===== src/rtl/sample_mgmt_pkg.sv =====
// sample_mgmt_pkg: shared FSM state encoding and channel-index width helper
// for the multi-channel sample manager.
`default_nettype none

package sample_mgmt_pkg;

  typedef enum logic [2:0] {
    INIT  = 3'd0,
    REQ   = 3'd1,
    WAIT  = 3'd2,
    VALID = 3'd3,
    TOUT  = 3'd4
  } state_t;

  // A channel index needs at least one bit even for degenerate channel counts
  function automatic int ch_width(input int n);
    return (n < 2) ? 1 : $clog2(n);
  endfunction

endpackage

`default_nettype wire


===== src/rtl/sample_mgmt_chsel.sv =====
// sample_mgmt_chsel: polled-channel index register with wrap flag and one-hot
// request decode. Rev 1.0.
`default_nettype none

module sample_mgmt_chsel
  import sample_mgmt_pkg::*;
#(
  parameter int NUM_CH = 4
) (
  input  logic                        clk,
  input  logic                        nrst,
  input  logic                        clear,
  input  logic                        advance,
  output logic [ch_width(NUM_CH)-1:0] ch,
  output logic                        wrap,
  output logic [NUM_CH-1:0]           onehot
);

  localparam int CH_W = ch_width(NUM_CH);
  localparam logic [CH_W-1:0] CH_LAST = CH_W'(NUM_CH - 1);

  assign wrap = (ch == CH_LAST);

  always_ff @(posedge clk) begin
    if (!nrst) begin
      ch <= '0;
    end else if (clear) begin
      ch <= '0;
    end else if (advance) begin
      ch <= wrap ? '0 : ch + CH_W'(1);
    end
  end

  always_comb begin
    onehot     = '0;
    onehot[ch] = 1'b1;
  end

endmodule

`default_nettype wire


===== src/rtl/sample_mgmt_mc.sv =====
// sample_mgmt_mc: round-robin poller of NUM_CH sample sources with frame counter.
// Optional WAIT timeout enabled by defining SAMPLE_MGMT_TIMEOUT_EN. Rev 1.0.
`default_nettype none

module sample_mgmt_mc
  import sample_mgmt_pkg::*;
#(
  parameter int NUM_CH         = 4,
  parameter int CTR_WIDTH      = 24,
  parameter int TIMEOUT_CYCLES = 1024
) (
  input  logic                        i_clk,
  input  logic                        i_nrst,
  input  logic                        i_ce,
  input  logic                        i_new_record,
  input  logic [NUM_CH-1:0]           i_signal_valid,
  output logic [NUM_CH-1:0]           o_signal_req,
  output logic                        o_signal_valid,
  output logic [ch_width(NUM_CH)-1:0] o_ch,
  output logic [CTR_WIDTH-1:0]        o_ctr,
  output logic                        o_timeout
);

  localparam int CH_W = ch_width(NUM_CH);

  state_t                state;
  state_t                state_n;
  logic                  adv;
  logic                  clr;
  logic                  act;
  logic                  timeout_hit;
  logic [CH_W-1:0]       ch;
  logic                  wrap;
  logic [NUM_CH-1:0]     onehot;
  logic [CTR_WIDTH-1:0]  ctr;

  // A new record cancels whatever the current cycle would have produced
  assign act = i_ce & ~i_new_record;

  sample_mgmt_chsel #(
    .NUM_CH (NUM_CH)
  ) u_chsel (
    .clk     (i_clk),
    .nrst    (i_nrst),
    .clear   (i_ce & clr),
    .advance (i_ce & adv),
    .ch      (ch),
    .wrap    (wrap),
    .onehot  (onehot)
  );

  always_ff @(posedge i_clk) begin
    if (!i_nrst) begin
      state <= INIT;
    end else if (i_ce) begin
      state <= state_n;
    end
  end

  always_comb begin
    state_n = state;
    adv     = 1'b0;
    clr     = 1'b0;
    case (state)
      INIT:  state_n = REQ;
      REQ:   state_n = WAIT;
      WAIT: begin
        if (i_signal_valid[ch]) begin
          state_n = VALID;
        end else if (timeout_hit) begin
          state_n = TOUT;
        end
      end
      VALID, TOUT: begin
        state_n = REQ;
        adv     = 1'b1;
      end
      default: state_n = INIT;
    endcase
    if (i_new_record) begin
      state_n = REQ;
      adv     = 1'b0;
      clr     = 1'b1;
    end
  end

  always_ff @(posedge i_clk) begin
    if (!i_nrst) begin
      ctr            <= '0;
      o_signal_req   <= '0;
      o_signal_valid <= 1'b0;
      o_ch           <= '0;
      o_ctr          <= '0;
    end else begin
      o_signal_req   <= (act && state == REQ) ? onehot : '0;
      o_signal_valid <= act && (state == VALID);
      if (act && (state == VALID || state == TOUT)) begin
        o_ch  <= ch;
        o_ctr <= ctr;
      end
      if (i_ce && clr) begin
        ctr <= '0;
      end else if (i_ce && adv && wrap) begin
        ctr <= ctr + CTR_WIDTH'(1);
      end
    end
  end

`ifdef SAMPLE_MGMT_TIMEOUT_EN
  localparam int TW = $clog2(TIMEOUT_CYCLES) + 1;
  localparam logic [TW-1:0] T_LAST = TW'(TIMEOUT_CYCLES - 1);

  logic [TW-1:0] tcnt;

  assign timeout_hit = (tcnt == T_LAST);

  // Counts WAIT cycles since entry; cleared in any other state
  always_ff @(posedge i_clk) begin
    if (!i_nrst) begin
      tcnt      <= '0;
      o_timeout <= 1'b0;
    end else begin
      o_timeout <= act && (state == TOUT);
      if (i_ce) begin
        if (state != WAIT || i_new_record) begin
          tcnt <= '0;
        end else begin
          tcnt <= tcnt + TW'(1);
        end
      end
    end
  end
`else
  localparam int unused_timeout_cycles = TIMEOUT_CYCLES;

  assign timeout_hit = 1'b0;
  assign o_timeout   = 1'b0;
`endif

endmodule

`default_nettype wire


===== config.mk =====
export PLATFORM = sky130hd
export DESIGN_NAME = sample_mgmt_mc
export DESIGN_NICKNAME = d
export VERILOG_FILES = /design/src/rtl/sample_mgmt_pkg.sv /design/src/rtl/sample_mgmt_chsel.sv /design/src/rtl/sample_mgmt_mc.sv
export SDC_FILE = /design/constraint.sdc
export NUM_CORES = 1
export LEC_CHECK = 0
export CAP_MARGIN = 20
export CORE_MARGIN = 1
export CORE_UTILIZATION = 48
export DETAILED_ROUTE_END_ITERATION = 10
export GPL_TIMING_DRIVEN = 1
export PLACE_DENSITY_LB_ADDON = 0.25
export SYNTH_ARGS = -nofsm -noshare
export SYNTH_HDL_FRONTEND = slang
export SYNTH_HIERARCHICAL = 1
export SYNTH_SLANG_ARGS = --single-unit

===== constraint.sdc =====
create_clock -name i_clk -period 2 [get_ports i_clk]
set_clock_uncertainty 0.15 [all_clocks]
set_input_delay 0.2 -clock i_clk [delete_from_list [all_inputs] [get_ports i_clk]]
set_output_delay 0.2 -clock i_clk [all_outputs]
set_load 0.05 [all_outputs]

==> out/qor.csv <==
metric;value;unit
status;complete, no violations;
final_cell_area;3350;µm²
synthCells;302;
yosys_most_used_dff;dfxtp_1;
grt_pass1_wl;9690;µm
syn_to_final_growth;31.7;%
slew_headroom;66.7;%
coreArea;5110;µm²
p_clk_share;45.4;%
setup_violations;0;
p_int;1.82;mW
critPathLaunch;u_chsel/ch[1]$_SDFFE_PP0P_;
initial_core_util;49.8;%
async_flop_share;0;%
synth.cell_area;2540;µm²
reg2reg_from;u_chsel/ch[1]$_SDFFE_PP0P_;
antenna_found_initial;0;
numCtsBuffers;9;
drt-vias-per-instance;5.28;
die_area;5600;µm²
endpoint_kind;register;
gr-total-overflow;0;
nets;373;
post_cts_buffers;0;
clkLatencyLatePin;0.34;ns
rows;26;
gp_congestion;0.823;
power.switching;505;µW
fp.dieW;74.8;µm
n_antenna_cell;0;
p_per_area;695;nW/µm²
timing.final.crit_share;98.9;%
vias;2280;
drt_iter0_drc;104;
worstMarginPinSlew;0.499;ns
switching_share;21.7;%
ctsResizeCount;1;
max_freq;506;MHz
drive_gt1_share;14.4;%
gr-usage-all-layers;23.5;%
finalHoldViolations;0;
clockBufferDepth;2;
drv_cap;0;
syn_nets;318;
final.fill_count;452;
port_buffers;38;
netlist-cell-type-count;41;
syn_area_per_cell;8.43;µm²
worstHoldPathType;reg2reg;
dr.pass1.iters;4;
synth.top_cell.area_share;46.4;%
worstPathRequired;2.13;ns
dpl.cell_count;416;
cts_sinks;59;
drc;0;
worst_ep_arrival_time;2.11;ns
yosysSeqAreaShare;46.4;%
grt_pass1_vias;2200;
grt_max_degree;19;
combPwrFrac;3.8;%
slew_viol_final;0;
cts_max_level;3;
path_clk_slew;0.06;ns
pwr-share-seq;50.8;%
avgRoutedWirePerCell;13.2;µm
chipHeight;74.8;µm
critPathKind;reg2reg;
ctsHoldBuffers;0;
finalCriticalPeriod;1.98;ns
cts_tree;built;
cts-root-buf;clkbuf_8;
power_leakage;1.24;nW
final_cells;432;
synth.largest_area_cell;dfxtp_1;
wirelength;5710;µm
dp_hpwl;4000;µm
irDropWorstVdd;0.381;mV
dpl_cell_area;3130;µm²
ys.warnings.count;6;
synth_area_leaders;dfxtp_1, nand2_1, a21oi_1, ha_1, nor2_1;
io_pins;40;
ys_seq_elements;59;
grt_setup_unrepaired;yes;
synth-edff-count;0;
crit_path_max_fanout;5;
startpoint_type;register;
ant_nets;0;
worstHoldStart;o_ctr[3]$_SDFFE_PN0P_;
==> logic make-up (layout without fill, tap and decap cells) <==
group / count (synthesis) / count (layout) / share of synthesized area (%)
multiplexers: 6 / 6 / 2.85
adder cells (fa/ha/maj): 8 / 8 / 3.93
AO/OA/AOI/OAI: 50 / 50 / 12.0
other: 1 / 1 / 0.147
AND/OR/NAND/NOR: 143 / 143 / 27.3
flip-flops: 59 / 59 / 46.4
buffers and inverters: 26 / 86 / 4.18
XOR/XNOR: 9 / 9 / 3.10
==> placed cells by master, fill, tap and decap left out, drive strengths merged, types with 2 or more instances in the layout <==
cell	netlist	layout
xor2	4	4
a31oi	3	3
or4	8	8
a41o	3	3
mux2i	5	5
nand2b	7	7
a31o	2	2
nor4	2	2
o211ai	3	3
a21oi	32	32
clkdlybuf4s50	0	38
buf	4	23
inv	8	8
nor2	19	19
o31ai	3	3
clkbuf	13	14
and3	4	4
dfxtp	59	59
nand2	71	71
nor3	3	3
ha	8	8
nand4	10	10
and2	7	7
clkinv	1	2
nand3	7	7
xnor2	5	5
==> critical path, cell delays in order, from the launching register on <==
cell and delay, ns:
dfxtp_2 0.35, ha_4 0.14, nand4_1 0.10, or4_4 0.53, or4_1 0.51, a21oi_2 0.14
==> synth_stat cells (2+ instances only) <==
library cell  instances
xnor2_1               5
o211ai_1              3
nor4_1                2
xor2_1                4
or4_1                 7
a31o_2                2
nor3_1                3
nand3_1               7
a31oi_1               3
and2_1                7
buf_4                 2
nand2_1              71
dfxtp_1              59
nand2b_1              7
a41o_1                3
nand4_1              10
inv_1                 7
nor2_1               19
and3_1                4
mux2i_1               5
ha_1                  8
o31ai_1               3
a21oi_1              31
clkbuf_1             13
==> worst paths after layout <==
path,endpoint,slack [ns],cells after the start
setup / recovery,ctr[14]$_SDFFE_PP0P_,0.02,5
hold / removal,o_ctr[3]$_SDFFE_PN0P_,0.30,2
setup reg to reg,ctr[14]$_SDFFE_PP0P_,0.02,5
hold reg to reg,o_ctr[3]$_SDFFE_PN0P_,0.30,2
==> power groups by stage <==
stage	Clock [mW]	Sequential (mW)	Combinational [mW]
floorplan	0	1.21	0.0456
global placement	0	1.21	0.0861
detailed placement	0	1.21	0.0880
CTS	1.07	1.18	0.0891
global route	1.13	1.18	0.0985
finish	1.06	1.18	0.0896
==> sequential cells by signal, summed over array words and instances, names as in the netlist <==
| register | cells |
|---|---|
| state | 2 |
| u_chsel/ch | 2 |
| o_signal_req | 4 |
| ctr | 24 |
| o_ctr | 24 |
| o_ch | 2 |
| o_signal_valid | 1 |
==> through the flow <==
stage | total power, mW | TNS, ns | setup WS, ns | hold WS (ns) | util (%)
after floorplan | 1.25 | 0 | 0.0325 | 0.147 | -
after global placement | 1.29 | -1.07 | -0.124 | 0.291 | 61.3
after detailed placement | 1.30 | -1.40 | -0.152 | 0.297 | 61.3
after CTS | 2.35 | 0 | 0.00703 | 0.306 | 65.2
after global routing | 2.41 | -0.0350 | -0.0350 | 0.325 | 65.6
final | 2.33 | 0 | 0.0230 | 0.302 | 65.6
==> per-layer routing <==
metal / global-route usage [%] / vias to the layer above / part of all wire (%)
met1: 28.9 / 1056 / 47
li1: - / 1154 / -
met4: 14.9 / 0 / 2.0
met3: 4.55 / 10 / 4.1
met2: 38.0 / 60 / 47
met5: 0 / - / 0
==> layout make-up <==
class | instances | area [µm²] | area share, %
clock buffer | 14 | 153 | 4.56
clock inverter | 2 | 35.0 | 1.05
inverter | 9 | 33.8 | 1.01
multi-input combinational | 217 | 1300 | 38.9
sequential | 59 | 1190 | 35.4
tap | 70 | 87.6 | 2.61
timing repair buffer | 61 | 553 | 16.5
No activity file was read; power rests on OpenSTA's default activity.
